$ cat src/rtl/hazard_scoreboard_if.sv
// Decoder-to-scoreboard bundle: D-stage operand/destination info in, stall and forwarding selects out.
interface hazard_scoreboard_if #(
    parameter int unsigned REG_AW = 5,
    parameter int unsigned TNEW_W = 2
);
    logic [REG_AW-1:0] d_rs;
    logic [REG_AW-1:0] d_rt;
    logic [1:0]        d_rs_usage;
    logic [1:0]        d_rt_usage;
    logic [REG_AW-1:0] d_dst;
    logic [TNEW_W-1:0] d_tnew;
    logic              stall;
    logic [1:0]        fwd_rs_d;
    logic [1:0]        fwd_rt_d;
    logic [1:0]        fwd_rs_e;
    logic [1:0]        fwd_rt_e;

    modport master (
        output d_rs, d_rt, d_rs_usage, d_rt_usage, d_dst, d_tnew,
        input  stall, fwd_rs_d, fwd_rt_d, fwd_rs_e, fwd_rt_e
    );

    modport slave (
        input  d_rs, d_rt, d_rs_usage, d_rt_usage, d_dst, d_tnew,
        output stall, fwd_rs_d, fwd_rt_d, fwd_rs_e, fwd_rt_e
    );
endinterface

$ cat src/rtl/hazard_scoreboard.sv
// Tuse/Tnew hazard scoreboard for the 5-stage MIPS pipeline: D-stage stall plus D/E forwarding selects.
// Optional HAZARD_STATS_EN adds a 32-bit stall_count output.
module hazard_scoreboard #(
    parameter int unsigned REG_AW = 5,
    parameter int unsigned TNEW_W = 2
) (
    input  logic                    clk,
    input  logic                    reset,
    hazard_scoreboard_if.slave      bus
`ifdef HAZARD_STATS_EN
    ,
    output logic [31:0]             stall_count
`endif
);
    typedef logic [REG_AW-1:0] addr_t;
    typedef logic [TNEW_W-1:0] tnew_t;

    addr_t e_addr_q, e_addr_d, m_addr_q, m_addr_d, w_addr_q, w_addr_d;
    tnew_t e_tnew_q, e_tnew_d, m_tnew_q, m_tnew_d, w_tnew_q, w_tnew_d;
    addr_t e_rs_q, e_rs_d, e_rt_q, e_rt_d;

    logic [1:0] rs_src, rt_src;
    tnew_t      rs_tnew, rt_tnew;
    logic       rs_stall, rt_stall, stall;

    function automatic tnew_t sat_dec(input tnew_t t);
        return (t == '0) ? '0 : t - tnew_t'(1);
    endfunction

    // Youngest matching slot: 0 none, 1 E, 2 M, 3 W (matches the D forwarding code).
    function automatic logic [1:0] youngest(input addr_t s, input addr_t e, input addr_t m,
                                            input addr_t w);
        if (s == '0)      return 2'd0;
        else if (e == s)  return 2'd1;
        else if (m == s)  return 2'd2;
        else if (w == s)  return 2'd3;
        else              return 2'd0;
    endfunction

    function automatic tnew_t slot_tnew(input logic [1:0] src, input tnew_t e, input tnew_t m,
                                        input tnew_t w);
        case (src)
            2'd1:    return e;
            2'd2:    return m;
            2'd3:    return w;
            default: return '0;
        endcase
    endfunction

    // Usage 01 -> Tuse 0, 10 -> Tuse 1, 00/11 never stall.
    function automatic logic hazard(input logic [1:0] usage, input logic [1:0] src, input tnew_t t);
        logic used;
        used = (usage == 2'b01) || (usage == 2'b10);
        return used && (src != 2'd0) && (t > tnew_t'(usage == 2'b10));
    endfunction

    function automatic logic [1:0] fwd_e(input addr_t s, input addr_t m, input tnew_t mt,
                                         input addr_t w, input tnew_t wt);
        if (s != '0 && m == s)                  return (mt == '0) ? 2'b01 : 2'b00;
        else if (s != '0 && w == s && wt == '0) return 2'b10;
        else                                    return 2'b00;
    endfunction

    always_comb begin
        rs_src   = youngest(bus.d_rs, e_addr_q, m_addr_q, w_addr_q);
        rt_src   = youngest(bus.d_rt, e_addr_q, m_addr_q, w_addr_q);
        rs_tnew  = slot_tnew(rs_src, e_tnew_q, m_tnew_q, w_tnew_q);
        rt_tnew  = slot_tnew(rt_src, e_tnew_q, m_tnew_q, w_tnew_q);
        rs_stall = hazard(bus.d_rs_usage, rs_src, rs_tnew);
        rt_stall = hazard(bus.d_rt_usage, rt_src, rt_tnew);
        stall    = rs_stall | rt_stall;

        bus.stall    = stall;
        bus.fwd_rs_d = (rs_src != 2'd0 && rs_tnew == '0) ? rs_src : 2'b00;
        bus.fwd_rt_d = (rt_src != 2'd0 && rt_tnew == '0) ? rt_src : 2'b00;
        bus.fwd_rs_e = fwd_e(e_rs_q, m_addr_q, m_tnew_q, w_addr_q, w_tnew_q);
        bus.fwd_rt_e = fwd_e(e_rt_q, m_addr_q, m_tnew_q, w_addr_q, w_tnew_q);
    end

    always_comb begin
        w_addr_d = m_addr_q;
        w_tnew_d = sat_dec(m_tnew_q);
        m_addr_d = e_addr_q;
        m_tnew_d = sat_dec(e_tnew_q);
        e_addr_d = '0;
        e_tnew_d = '0;
        e_rs_d   = '0;
        e_rt_d   = '0;
        if (!stall) begin
            e_addr_d = bus.d_dst;
            e_tnew_d = bus.d_tnew;
            e_rs_d   = bus.d_rs;
            e_rt_d   = bus.d_rt;
        end
    end

    always_ff @(posedge clk) begin
        if (reset) begin
            e_addr_q <= '0;
            e_tnew_q <= '0;
            e_rs_q   <= '0;
            e_rt_q   <= '0;
            m_addr_q <= '0;
            m_tnew_q <= '0;
            w_addr_q <= '0;
            w_tnew_q <= '0;
        end else begin
            e_addr_q <= e_addr_d;
            e_tnew_q <= e_tnew_d;
            e_rs_q   <= e_rs_d;
            e_rt_q   <= e_rt_d;
            m_addr_q <= m_addr_d;
            m_tnew_q <= m_tnew_d;
            w_addr_q <= w_addr_d;
            w_tnew_q <= w_tnew_d;
        end
    end

`ifdef HAZARD_STATS_EN
    logic [31:0] stall_count_q;

    always_ff @(posedge clk) begin
        if (reset)      stall_count_q <= '0;
        else if (stall) stall_count_q <= stall_count_q + 32'd1;
    end

    assign stall_count = stall_count_q;
`endif
endmodule

$ cat src/flat_wrapper.sv
// flat-port wrapper written by rule: the top's interface ports become plain ports
module hazard_scoreboard_flat 
#(
    parameter int unsigned REG_AW = 5,
    parameter int unsigned TNEW_W = 2
)
  (clk, reset, bus_d_rs, bus_d_rt, bus_d_rs_usage, bus_d_rt_usage, bus_d_dst, bus_d_tnew, bus_stall, bus_fwd_rs_d, bus_fwd_rt_d, bus_fwd_rs_e, bus_fwd_rt_e);
  hazard_scoreboard_if #(.REG_AW(REG_AW), .TNEW_W(TNEW_W)) bus_i ();
  input  logic clk;
  input  logic reset;
  input wire logic [$bits(bus_i.d_rs)-1:0] bus_d_rs;
  input wire logic [$bits(bus_i.d_rt)-1:0] bus_d_rt;
  input wire logic [$bits(bus_i.d_rs_usage)-1:0] bus_d_rs_usage;
  input wire logic [$bits(bus_i.d_rt_usage)-1:0] bus_d_rt_usage;
  input wire logic [$bits(bus_i.d_dst)-1:0] bus_d_dst;
  input wire logic [$bits(bus_i.d_tnew)-1:0] bus_d_tnew;
  output wire logic [$bits(bus_i.stall)-1:0] bus_stall;
  output wire logic [$bits(bus_i.fwd_rs_d)-1:0] bus_fwd_rs_d;
  output wire logic [$bits(bus_i.fwd_rt_d)-1:0] bus_fwd_rt_d;
  output wire logic [$bits(bus_i.fwd_rs_e)-1:0] bus_fwd_rs_e;
  output wire logic [$bits(bus_i.fwd_rt_e)-1:0] bus_fwd_rt_e;
  assign bus_i.d_rs = bus_d_rs;
  assign bus_i.d_rt = bus_d_rt;
  assign bus_i.d_rs_usage = bus_d_rs_usage;
  assign bus_i.d_rt_usage = bus_d_rt_usage;
  assign bus_i.d_dst = bus_d_dst;
  assign bus_i.d_tnew = bus_d_tnew;
  assign bus_stall = bus_i.stall;
  assign bus_fwd_rs_d = bus_i.fwd_rs_d;
  assign bus_fwd_rt_d = bus_i.fwd_rt_d;
  assign bus_fwd_rs_e = bus_i.fwd_rs_e;
  assign bus_fwd_rt_e = bus_i.fwd_rt_e;
  hazard_scoreboard #(.REG_AW(REG_AW), .TNEW_W(TNEW_W)) u_core (.clk(clk), .reset(reset), .bus(bus_i));
endmodule
$ cat config.mk
export PLATFORM = sky130hd
export DESIGN_NAME = hazard_scoreboard_flat
export DESIGN_NICKNAME = d
export VERILOG_FILES = /design/src/rtl/hazard_scoreboard_if.sv /design/src/rtl/hazard_scoreboard.sv /design/src/flat_wrapper.sv
export SDC_FILE = /design/constraint.sdc
export NUM_CORES = 1
export LEC_CHECK = 0
export CORE_ASPECT_RATIO = 1.2
export CORE_MARGIN = 2
export CORE_UTILIZATION = 55
export DETAILED_ROUTE_END_ITERATION = 6
export PLACE_DENSITY = 0.82
export SYNTH_ARGS = -nofsm -noshare
export SYNTH_HDL_FRONTEND = slang
export SYNTH_SLANG_ARGS = --single-unit
$ cat constraint.sdc
create_clock -name clk -period 4.9 [get_ports clk]
set_input_delay 0.49 -clock clk [delete_from_list [all_inputs] [get_ports clk]]
set_output_delay 0.49 -clock clk [all_outputs]
set_load 0.02 [all_outputs]
==> summary.md <==
| Metric | Value |
|---|---|
| Top cells by area, synth | `dfxtp_1 32%, xnor2_1 15%, nor4b_1 7.3%` |
| CTS buffer count | `5` |
| Synth-to-Final Area Change | `19.7%` |
| Final-stage net count | `269` |
| Routed vias/inst | `~6` |
| Seq/Total Area, Yosys | `0.322` |
| Post-synth EDFFs | `0` |
| Setup TNS | `0 ns` |
| Clk slew on worst S/H paths | `about 0.070 ns` |
| Crit-path slowest cell | `a21boi_2` |
| Syn Nets | `between 200 and 250` |
| Core Area | `approximately 0.0033 mm^2` |
| Initial DRC count | `49` |
| Clock buffer depth | `2` |
| Largest net degree at the start of global routing | `32` |
| Final Hold Fails | `0` |
| Wire per inst | `16.4 um` |
| Period utilization | `0.944` |
| WP data required | `4.41 ns` |
| Crit Path Max Fanout | `18` |
| Main flop type after synthesis | `dfxtp_1` |
| Hold Startpoint | `u_core.e_addr_q[4]` |
| RR Startpoint | `u_core.w_addr_q[1]` |
| PortBufs | `31` |
| Worst Tran Pin Value | `around 1.1 ns` |
| Worst EP arrival | `about 4.1 ns` |
| Number of remaining DRC errors | `0` |
| Initial antenna violation count | `0` |
| Total grt overflow | `0` |
| RSZ-0062 raised after global routing | `no` |
| Crit path largest cell delay | `~0.67 ns` |
| Final WL | `4550 um` |
| Crit. Startpoint | `bus_d_rt[3]` |
| # hold bufs at CTS | `0` |
| Leak | `about 0.84 nW` |
| Count leader, synth | `xnor2_1` |
| First-pass GRT wire length | `around 7600 um` |
| Crit end category | `primary output` |
| Design area | `between 0.002 and 0.0025 mm^2` |
| Number of max-cap violations | `0` |
| Min-delay worst type | `flip-flop to flip-flop` |
| Clk_lat worst skew | `0.29 ns` |
| Die width | `between 50 and 60 um` |
| # diodes | `0` |
| Crit path time final | `approximately 4.6 ns` |
| CP dominant cell by count | `clkdlybuf4s50_1` |
| Vias in the first global route | `between 1,500 and 2,000` |
| Pwr/cell area | `roughly 270 mW/mm^2` |
| Drt first pass iters | `4` |
| Yosys reg bits | `31` |
| Final ANT Viol Nets | `0` |
| Placed Cells | `between 200 and 300` |
| Total power | `slightly above 0.6 mW` |
| Starting Density | `0.578` |
| Mapped Area | `0.00193 mm^2` |
| Filler Cell Count | `between 200 and 300` |
| Synth top area share | `0.322` |
| Final Non-Filler Cells | `between 200 and 300` |
| Count of final setup violators | `0` |
| Clk sinks | `31` |
| Die height | `about 69 um` |
| Total routing usage reported by global routing | `0.256` |
| Top cells by count, synth | `34 x xnor2_1, 31 x dfxtp_1, 16 x nor4b_1, 16 x xor2_1, 12 x nor2_1` |
| Share of cells above drive strength 1 | `0.0622` |
| H-tree depth | `2` |
| Ys Warns | `0` |
| Die Footprint | `~0.004 mm^2` |
| I/O pin cnt | `32` |
| Placed Area | `0.00222 mm^2` |
| Startpoint type of the worst setup path | `primary input` |
| Final GP Congestion | `just under 0.9` |
| Fmax | `0.216 GHz` |
| Via Count | `1,633` |
| Post-synth cell types | `41` |
| Area leader, netlist | `dfxtp_1` |
| Post-DP HPWL | `roughly 3400 um` |
| Status | `finished, final reports clean` |
| Post-CTS sizing | `0` |
| Max-Slew Margin vs Limit | `0.260` |
| Worst R2R Setup Slack | `1.81 ns` |
| Syn_area_per_cell | `8.97 um^2` |
| FP Rows | `23` |
| Critical-path cell list | `clkdlybuf4s50_1 -> xor2_1 -> nor3_1 -> nand3_1 -> nor2_1 -> a22oi_1 -> a211o_1 -> ha_1 -> o32ai_1 -> a31oi_1 -> a21boi_2 -> or2_2 -> clkdlybuf4s50_1` |
| TritonCTS clock tree | `yes` |
| Peak VDD IR | `slightly above 0.2 mV` |
| Clock Skew | `between 0.004 and 0.005 ns` |
| Synth Instances | `215` |
| Slew Limit Fails | `0` |
| Root Buffer Master | `clkbuf_8` |
| Async S/R FF share, synth | `0` |
| Crit path kind | `primary input to primary output` |
| # Post-CTS Setup Buffers | `0` |
worst max-delay path, delay by kind of cell:
family | cells | cell delay [ns]
AO/OA/AOI/OAI | 5 | 1.25
XOR/XNOR | 1 | 0.20
adder cells (fa/ha/maj) | 1 | 0.29
buffers and inverters | 2 | 1.13
AND/OR/NAND/NOR | 4 | 0.76
where the power goes:
| part | total, mW | internal, mW | switching, mW |
|---|---|---|---|
| clock network | 0.200 | 0.0991 | 0.101 |
| registers | 0.286 | 0.266 | 0.0194 |
| logic | 0.131 | 0.0696 | 0.0609 |
| total | 0.616 | 0.435 | 0.181 |
kinds of logic (layout without fill, tap and decap cells):
| group | Yosys count | count (layout) | synth area share |
|---|---|---|---|
| adders and majority gates | 6 | 6 | 0.0389 |
| xor gates and xnor gates | 50 | 50 | 0.227 |
| AOI/OAI and AO/OA | 16 | 16 | 0.0726 |
| muxes | 1 | 1 | 0.00584 |
| buffers and inverters | 21 | 47 | 0.0473 |
| DFF | 31 | 31 | 0.322 |
| and+or+nand+nor | 90 | 90 | 0.287 |
stage by stage:
| step | setup slack (ns) | hold slack, ns | util |
|---|---|---|---|
| 2_1_floorplan | 1.89 | 0.467 | - |
| 3_5_place_dp | 0.324 | 0.504 | 0.666 |
| 4_1_cts | 0.308 | 0.513 | 0.692 |
| 5_1_grt | 0.0799 | 0.527 | 0.692 |
| 3_3_place_gp | 0.381 | 0.501 | 0.666 |
| 6_report | 0.272 | 0.517 | 0.692 |
layout by cell type (no fill, tap or decap), types with 4 or more instances in the layout:
cell type | netlist | final
clkbuf_8 | 0 | 5
inv_1 | 8 | 8
nor2_1 | 12 | 12
dfxtp_1 | 31 | 31
nor3_1 | 9 | 9
nor4_1 | 4 | 4
xor2_1 | 16 | 16
nand3_1 | 9 | 9
ha_1 | 6 | 6
xnor2_1 | 34 | 34
nand2_1 | 9 | 9
nor4b_1 | 16 | 16
nor2b_1 | 10 | 10
clkdlybuf4s50_1 | 0 | 31
nand4_1 | 5 | 5
per-layer routing:
metal | vias up | GRT usage | wire (um)
li1 | 802 | - | -
met1 | 755 | 0.312 | 2000
met2 | 66 | 0.435 | 2190
met3 | 10 | 0.0616 | 262
met4 | 0 | 0.102 | 102
met5 | - | 0 | 0
final cells by class:
type,instances,area (um^2),share of cell area
Clock inverter,2,12.5,0.00542
Multi-Input combinational cell,163,1220,0.527
Timing Repair Buffer,31,310,0.134
Tap cell,37,46.3,0.0200
Clock buffer,6,72.6,0.0314
Inverter,8,30.0,0.0130
Sequential cell,31,621,0.269
registers in the layout, indices dropped and copies added (netlist names):
name,flops
u_core.e_rt_q,5
u_core.m_tnew_q,2
u_core.w_tnew_q,2
u_core.m_addr_q,5
u_core.e_rs_q,5
u_core.e_tnew_q,2
u_core.w_addr_q,5
u_core.e_addr_q,5
worst paths after layout:
kind | endpoint | cells past startpoint
hold / removal | u_core.m_addr_q[4] | 1
hold reg to reg | u_core.m_addr_q[4] | 1
setup / recovery | bus_stall | 13
setup reg to reg | u_core.e_rt_q[1] | 12
Power figures use the tool's default switching activity.
